`src/rtl/bitnet_pkg.sv`:
```
// Shared types and helpers for the bitnet training datapath stages.
package bitnet_pkg;

  typedef enum logic [2:0] {
    IDLE,
    FWD,
    CAPTURE,
    BKWD,
    REPORT
  } loss_state_t;

  // Width of a count of set bits in an n-bit vector.
  function automatic int unsigned popcnt_w(input int unsigned n);
    return $clog2(n + 1);
  endfunction

  // Unsigned add clamped to 2^w-1 (w <= 32); callers cast the result to their width.
  function automatic logic [31:0] sat_add(input logic [31:0] a,
                                          input logic [31:0] b,
                                          input int unsigned w);
    logic [32:0] sum;
    logic [32:0] lim;
    sum = {1'b0, a} + {1'b0, b};
    lim = (33'd1 << w) - 33'd1;
    return (sum > lim) ? lim[31:0] : sum[31:0];
  endfunction

endpackage

```
`src/rtl/bit_popcount.sv`:
```
// Combinational set-bit counter, shared by the bitnet stages.
module bit_popcount
  import bitnet_pkg::*;
#(
  parameter int unsigned N = 9
) (
  input  logic [N-1:0]           vec,
  output logic [popcnt_w(N)-1:0] count
);

  localparam int unsigned CW = popcnt_w(N);

  always_comb begin
    count = '0;
    for (int unsigned i = 0; i < N; i++) begin
      count = count + CW'(vec[i]);
    end
  end

endmodule

```
`src/rtl/fc_loss_seq.sv`:
```
// Output/loss stage after the last fc layer: forward settle, capture/compare, backward pass, report.
// Optional macro FC_LOSS_SKIP_MATCH_EN: a perfectly matching sample skips the backward phase.
module fc_loss_seq
  import bitnet_pkg::*;
#(
  parameter int unsigned N         = 9,
  parameter int unsigned FD_CYCLES = 100,
  parameter int unsigned BK_CYCLES = 100,
  parameter int unsigned ERR_W     = popcnt_w(N),
  parameter int unsigned ACC_W     = 16
) (
  input  logic             clk_in,
  input  logic             rst_in,
  input  logic             sample_valid,
  output logic             sample_ready,
  input  logic [N-1:0]     target,
  input  logic [N-1:0]     fout,
  output logic             fd_prop,
  output logic             bk_prop,
  output logic [N-1:0]     bin,
  output logic             result_valid,
  input  logic             result_ready,
  output logic [ERR_W-1:0] result_err,
  input  logic             epoch_clr,
  output logic [ACC_W-1:0] epoch_err,
  output logic [ACC_W-1:0] epoch_samples,
  output logic             busy
);

  localparam int unsigned CNT_MAX = (FD_CYCLES > BK_CYCLES) ? FD_CYCLES : BK_CYCLES;
  localparam int unsigned CNT_W   = (CNT_MAX > 1) ? $clog2(CNT_MAX) : 1;

  loss_state_t          state;
  loss_state_t          next_state;
  logic [CNT_W-1:0]     cnt;
  logic [N-1:0]         target_q;
  logic [N-1:0]         diff;
  logic [ERR_W-1:0]     err_now;
  logic                 fd_d;
  logic                 bk_d;
  logic                 rv_d;
  logic                 rdy_d;
  logic                 fd_last;
  logic                 bk_last;
  logic                 handshake;
  logic [ACC_W-1:0]     err_base;
  logic [ACC_W-1:0]     smp_base;

  assign diff      = target_q ^ fout;
  assign fd_last   = (cnt == CNT_W'(FD_CYCLES - 1));
  assign bk_last   = (cnt == CNT_W'(BK_CYCLES - 1));
  assign handshake = (state == REPORT) && result_ready;
  assign busy      = (state != IDLE);

  bit_popcount #(.N(N)) u_popcount (
    .vec   (diff),
    .count (err_now)
  );

  always_ff @(posedge clk_in or negedge rst_in) begin
    if (!rst_in) begin
      state <= IDLE;
    end else begin
      state <= next_state;
    end
  end

  always_comb begin
    next_state = state;
    case (state)
      IDLE:    if (sample_ready && sample_valid) next_state = FWD;
      FWD:     if (fd_last) next_state = CAPTURE;
`ifdef FC_LOSS_SKIP_MATCH_EN
      CAPTURE: next_state = (err_now == '0) ? REPORT : BKWD;
`else
      CAPTURE: next_state = BKWD;
`endif
      BKWD:    if (bk_last) next_state = REPORT;
      REPORT:  if (result_ready) next_state = IDLE;
      default: next_state = IDLE;
    endcase
  end

  // Control outputs are decoded from next_state so the registered copies track state exactly.
  always_comb begin
    fd_d  = (next_state == FWD);
    bk_d  = (next_state == BKWD);
    rv_d  = (next_state == REPORT);
    rdy_d = (next_state == IDLE);
  end

  always_ff @(posedge clk_in or negedge rst_in) begin
    if (!rst_in) begin
      fd_prop      <= 1'b0;
      bk_prop      <= 1'b0;
      result_valid <= 1'b0;
      sample_ready <= 1'b0;
      cnt          <= '0;
      target_q     <= '0;
      bin          <= '0;
      result_err   <= '0;
    end else begin
      fd_prop      <= fd_d;
      bk_prop      <= bk_d;
      result_valid <= rv_d;
      sample_ready <= rdy_d;
      if (state != next_state) begin
        cnt <= '0;
      end else if (state == FWD || state == BKWD) begin
        cnt <= cnt + 1'b1;
      end
      if (state == IDLE && next_state == FWD) begin
        target_q <= target;
      end
      if (state == CAPTURE) begin
        bin        <= ~diff;
        result_err <= err_now;
      end
    end
  end

  // A clear coincident with the handshake restarts the totals from this sample.
  assign err_base = epoch_clr ? '0 : epoch_err;
  assign smp_base = epoch_clr ? '0 : epoch_samples;

  always_ff @(posedge clk_in or negedge rst_in) begin
    if (!rst_in) begin
      epoch_err     <= '0;
      epoch_samples <= '0;
    end else if (handshake) begin
      epoch_err     <= ACC_W'(sat_add(32'(err_base), 32'(result_err), ACC_W));
      epoch_samples <= ACC_W'(sat_add(32'(smp_base), 32'd1, ACC_W));
    end else if (epoch_clr) begin
      epoch_err     <= '0;
      epoch_samples <= '0;
    end
  end

endmodule

```
`config.mk`:
```
export PLATFORM = sky130hd
export DESIGN_NAME = fc_loss_seq
export DESIGN_NICKNAME = d
export VERILOG_FILES = /design/src/rtl/bitnet_pkg.sv /design/src/rtl/bit_popcount.sv /design/src/rtl/fc_loss_seq.sv
export SDC_FILE = /design/constraint.sdc
export NUM_CORES = 1
export LEC_CHECK = 0
export BUFFER_PORTS_ARGS = -buffer_cell sky130_fd_sc_hd__buf_2
export CORE_MARGIN = 5
export CORE_UTILIZATION = 36
export DETAILED_ROUTE_END_ITERATION = 12
export GPL_TIMING_DRIVEN = 0
export HOLD_SLACK_MARGIN = 0.06
export PLACE_DENSITY_LB_ADDON = 0.25
export REMOVE_ABC_BUFFERS = 1
export SYNTH_ARGS = -nofsm -noshare
export SYNTH_HDL_FRONTEND = slang
export SYNTH_SLANG_ARGS = --single-unit
```
`constraint.sdc`:
```
create_clock -name clk_in -period 9 [get_ports clk_in]
set_input_delay 0.9 -clock clk_in [delete_from_list [all_inputs] [get_ports clk_in]]
set_output_delay 0.9 -clock clk_in [all_outputs]
set_load 0.02 [all_outputs]
```
==> impl_metrics.csv, run 1 <==
group,metric,value,unit
layout,final_layout_size_suffix_gt1_share,23.06,%
yosys,synth_xor_area_share,7.263,%
cts,cts_setup_buffers,0,
setup_path,start_kind,"input port",
sta,finalSetupViolCount,0,
layout,post-route-util,44.05,%
setup_path,r2r_cells,6,
placed_design,port_buffers,72,
yosys,synth_top_family_by_area,"simple AND/OR/NAND/NOR gates",
route,wl_per_cell,14.96,um
cts,cts_tree,"done",
yosys,ys_seq_area_share,44.10,%
global_route,grt_pass1_wl,15.40,mm
route,ant_nets,0,
sta,worst_pin_slew,977.8,ps
yosys,synth_fa_ha_area_share,7.328,%
route,avgViaCountPerCell,5.197,
power,p_leak,2.099,nW
setup_path,required,9270,ps
sta,fmaxAchievable,0.2667,GHz
yosys,synth-simple-area-share,22.02,%
yosys,syn_area,0.003859,sq mm
layout,layout_commonest_cell,"buf_2",
hold_path,hp-class,"in -> async",
cts,insertion_delay,350,ps
sta,fin_crit,3750,ps
layout,fin_nets,501,
yosys,synthesis.instances,395,
yosys,synth_cell_type_count,57,
cts,clock_path_buffers,2,
die,start_util,37.21,%
power,power.density,265.0,mW/mm^2
sta,relSlewSlack,34.71,%
yosys,synth_seq_cells,68,
die,fp.dieH,113.5,um
yosys,muxShareOfSynthArea,3.437,%
layout,layout_common_cells,"buf_2, dfrtp_1, nand2_1",
sta,timing.final.hold_violations,0,
route,drt_iter0_drc,131,
route,vias,3118,
yosys,synth_warnings,0,
die,core,0.01037,sq mm
global_route,grt_pass1_vias,3198,
route,drc,0,
yosys,async_reset_ff_share,100.0,%
yosys,synth_edf_count,0,
cts,cts_hold_buf,0,
die,die_w,113.5,um
sta,slew_viol_final,0,
layout,nFillCells,1051,
sta,fin_tns_setup,0,ps
die,io_pins,73,
global_route,antenna_found_initial,0,
sta,rsz0062_at_grt,"no",
setup_path,crit_type,"in -> reg",
route,dr.pass1.iters,4,
cts,cts_sinks,68,
setup_path,end_kind,"register",
outcome,run_status,"complete, no violations",
placed_design,gp_congestion,0.8751,
yosys,syn_area_per_cell,9.769,sq um
layout,area_growth,18.39,%
setup_path,path_max_fanout,32,
cts,cts-buffers-inserted,9,
setup_path,cp.arrival,4020,ps
global_route,track_usage,14.71,%
yosys,synth_flop_cell,"dfrtp_1",
global_route,grt_max_degree,44,
die,num_rows,37,
global_route,grt_overflow,0,
power,peakVddDrop,199.5,uV
placed_design,hpwlAfterDp,6.335,mm
die,die-area,0.01289,sq mm
sta,finClkSkew,8.802,ps
yosys,synth_compound_area_share,12.22,%
cts,cts_max_level,3,
cts,cts_root_buffer,"clkbuf_8",
cts,cts_resized,0,
route,wl,8.974,mm
sta,finalCritPeriodShare,41.66,%
layout,diodes,0,
cts,clk_pin_slew,80,ps
flow_run,maxCapViolations,0,
[cell families (layout without fill, tap and decap cells)]
group	after synthesis	after routing
buf+inv	34	103
xor+xnor	32	32
flops	68	68
simple gates	154	154
mux	12	12
fa+ha+maj	19	19
compound gates	76	76
[cell usage after synthesis (all sizes together), types with 2 or more instances]
cell type,number,area (sq um)
nor2,26,97.59
nand3b,3,22.52
mux2i,2,20.02
mux2,10,112.6
nor3b,5,37.54
o211ai,3,22.52
nand2b,2,12.51
buf,7,38.78
ha,13,162.7
o21ai,27,135.1
inv,14,52.55
a21o,4,30.03
nand4,8,65.06
nor4,8,50.05
and3b,3,26.28
or3,5,36.28
nand2,41,153.9
clkbuf,13,48.80
or2,2,12.51
nor2b,13,81.33
fa,6,120.1
dfrtp,68,1702
and4,4,35.03
xor2,15,131.4
or3b,2,17.52
o31ai,2,15.01
xnor2,17,148.9
nor4b,3,26.28
a21boi,2,15.01
nor3,6,30.03
nand3,12,65.06
a21oi,17,85.08
and3,7,48.80
o22ai,3,18.77
o211a,3,30.03
a31oi,5,31.28
and2,2,12.51
[power breakdown]
group / internal, mW / total, mW / switching [mW] / leakage [nW]
Clock: 0.157 / 0.285 / 0.128 / 0.106
Sequential: 0.377 / 0.436 / 0.0590 / 0.853
Combinational: 0.221 / 0.489 / 0.268 / 1.14
[final cells by class]
class	instances	area, sq um	share of cell area (%)
inverters	14	52.55	1.150
clock buffers	9	123.9	2.712
multi-input cells	293	2032	44.48
repair buffers	73	390.4	8.546
clock inverters	7	97.59	2.136
well taps	136	170.2	3.725
flip-flops and latches	68	1702	37.25
[sequential cells by signal (all words and copies together) (netlist names)]
name and cells:
fd_prop 1, result_valid 1, sample_ready 1, epoch_samples 16
state 3, result_err 4, bin 9, epoch_err 16
cnt 7, target_q 9, bk_prop 1
[metrics by stage]
| step | instances | setup WS [ps] | instance area [sq um] | total power [mW] | hold WS (ps) |
|---|---|---|---|---|---|
| 2_1_floorplan | 375 | 5264 | 3771 | 0.8009 | 500.8 |
| 3_3_place_gp | 583 | 3476 | 4302 | 0.9252 | 461.9 |
| 3_5_place_dp | 584 | 4889 | 4347 | 0.9434 | 473.6 |
| 4_1_cts | 600 | 5247 | 4568 | 1.239 | 451.9 |
| 5_1_grt | 600 | 4932 | 4568 | 1.334 | 465.1 |
| 6_report | 600 | 5250 | 4568 | 1.210 | 461.0 |
[final timing paths]
path / startpoint / endpoint / slack [ps]
setup / recovery: epoch_clr / epoch_samples[7] / 5250
hold reg to reg: bin[8] / bin[8] / 490
setup reg to reg: state[2] / epoch_err[1] / 5580
min in group clk_in: bin[8] / bin[8] / 490
hold / removal: rst_in / epoch_samples[6] / 460
max in group asynchronous: rst_in / result_valid / 7990
[layer usage]
metal	global-route usage [%]	vias to the layer above	routed length, um
met5	0	-	0
met4	4.647	0	116
met3	4.403	11	568
met2	23.40	77	4156
met1	19.28	1510	4133
li1	-	1520	-
[critical path: stages]
cell     delay [ps]
buf_2           290
inv_1           450
nand2_1         160
inv_1           110
ha_1            450
nand4_4         170
or3_4           440
or3_1           600
and3_1          280
a21oi_1         140
Note: power is estimated with default switching activity, not from simulation.
==> run 2: changes to the inputs <==
clock period = 3.58 ns   (was 9 ns; I/O delays follow)
==> run 2 against run 1 <==
Effect of this change:
- sequential power grew to 2.5 times the previous value
- largest power group unchanged
- total power increased to 2.5 times the previous value
- register-to-register slack worse by 5300 ps
- first-iteration DRC count up 13%
- critical endpoint is now result_err[2]
- cell area rose by 0.38%
- combinational power rose to 2.5 times the previous value
- largest cell class unchanged
==> impl_metrics.csv, run 2 (synthesis results as in run 1) <==
group,metric,value,unit
route,vias,3107,
layout,top_regs,"epoch_err (16), epoch_samples (16)",
route,wl_per_cell,14.89,um
setup_path,r2r_cells,10,
global_route,grt_pass1_wl,15.41,mm
die,io_pins,73,
layout,fin_nets,503,
layout,diodes,0,
global_route,grt_pass1_vias,3200,
cts,clk_pin_slew,80,ps
hold_path,hold_path_end,"target_q[6]",
hold_path,hold_depth,2,
placed_design,dp_slack,11.22,ps
setup_path,start_kind,"register",
sta,fmaxAchievable,0.3003,GHz
setup_path,worst_path_largest_cell_delay,540,ps
cts,cts_sinks,68,
setup_path,cp.arrival,3600,ps
die,fp.dieH,113.5,um
layout,final_layout_size_suffix_gt1_share,23.18,%
die,num_rows,37,
die,core,0.01037,sq mm
placed_design,port_buffers,72,
route,ant_nets,0,
global_route,grt_max_degree,44,
layout,layout_commonest_cell,"buf_2",
sta,worst_pin_slew,899.3,ps
layout,post-route-util,44.22,%
setup_path,end_kind,"register",
sta,finalSetupViolCount,0,
route,drt_iter0_drc,148,
setup_path,cp-startpoint,"target_q[1]",
die,die-area,0.01289,sq mm
layout,area_growth,18.84,%
cts,insertion_delay,350,ps
layout,multiInputGateArea,0.002032,sq mm
sta,timing.final.hold_violations,0,
global_route,grt_overflow,0,
cts,clock_path_buffers,2,
route,avgViaCountPerCell,5.161,
setup_path,crit_type,"reg -> reg",
outcome,run_status,"complete, no violations",
cts,cts_root_buffer,"clkbuf_8",
layout,ff_latch_area,0.001702,sq mm
global_route,track_usage,14.72,%
cts,cts_resized,0,
setup_path,r2r-end,"result_err[2]",
cts,cts-buffers-inserted,9,
power,power.density,663.2,mW/mm^2
sta,finalCritPeriodShare,93.01,%
sta,fin_tns_setup,0,ps
sta,fin_crit,3330,ps
sta,finClkSkew,7.662,ps
route,wl,8.962,mm
setup_path,path_cells,"xor2_1 -> ha_1 -> fa_1 -> fa_1 -> fa_1 -> ha_1 -> inv_1 -> fa_1 -> xor2_1 -> o21ai_0",
die,die_w,113.5,um
placed_design,gp_congestion,0.8751,
global_route,antenna_found_initial,0,
die,start_util,37.21,%
sta,relSlewSlack,39.83,%
setup_path,rrSetupSlack,250,ps
setup_path,cpMostUsedCell,"fa_1",
sta,slew_viol_final,0,
route,drc,0,
setup_path,crit_family,"adder cells",
layout,nFillCells,1051,
placed_design,hpwlAfterDp,6.335,mm
setup_path,path_max_fanout,2,
flow_run,maxCapViolations,0,
cts,cts_tree,"done",
sta,layout_setup_ws,250.4,ps
power,peakVddDrop,501.5,uV
hold_path,hp-start,"target[6]",
setup_path,crit_slowest_cell,"fa_1",
setup_path,rr_startpoint,"target_q[1]",
route,dr.pass1.iters,4,
layout,layout_common_cells,"buf_2, dfrtp_1, nand2_1",
power,p_leak,2.109,nW
setup_path,required,3850,ps
setup_path,cp.buffers_inverters,1,
sta,rsz0062_at_grt,"no",
hold_path,hp-class,"in -> reg",
cts,cts_max_level,3,
-- run 2: cell type report --
| type | instances | share of cell area (%) |
|---|---|---|
| inverter | 14 | 1.146 |
| clock buffer | 9 | 2.701 |
| timing repair buffer | 75 | 8.895 |
| sequential | 68 | 37.11 |
| clock inverter | 7 | 2.128 |
| tap | 136 | 3.711 |
| multi-input combinational | 293 | 44.31 |
-- run 2: per-stage QoR --
step                      hold WS (ps)  cell area (sq um)  total power [mW]  std cells
after detailed placement         298.7               4347             2.372        584
after global placement           461.9               4302             2.326        583
after global routing             216.0               4586             3.356        602
final                            237.2               4586             3.041        602
after floorplan                  62.41               3771             2.014        375
after CTS                        217.4               4578             3.115        601
-- run 2: how the worst max path moves through the flow --
stage / to / cells past startpoint
after floorplan: epoch_err[1] / 6
after global placement: epoch_err[1] / 6
after detailed placement: epoch_err[1] / 10
after CTS: epoch_err[1] / 6
after global routing: result_err[2] / 10
final: result_err[2] / 10
-- run 2: metal layers --
metal,global-route usage (%),share of wire [%]
met5,0,0
met4,4.647,1.0
met3,4.350,6.4
met2,23.44,47
met1,19.31,46
-- run 2: where the power goes --
| group | total, mW | leakage, nW | switching (mW) | internal, mW |
|---|---|---|---|---|
| logic | 1.23 | 1.15 | 0.674 | 0.557 |
| registers | 1.10 | 0.853 | 0.148 | 0.948 |
| clock network | 0.715 | 0.106 | 0.320 | 0.396 |
| total | 3.04 | 2.11 | 1.14 | 1.90 |
-- run 2: worst register-to-register path: stages (launching register included) --
cell and delay, ps:
dfrtp_1 390, xor2_1 210, ha_1 280, fa_1 540
fa_1 440, fa_1 510, ha_1 160, inv_1 50
fa_1 370, xor2_1 150, o21ai_0 140
-- run 2: timing repair --
| action | 4_1_cts | 5_1_grt |
|---|---|---|
| hold endpoints to repair | 25 | 0 |
| endpoints found under the setup margin | 0 | 14 |
| hold buffers | 1 | 0 |
| buffers inserted | 0 | 1 |
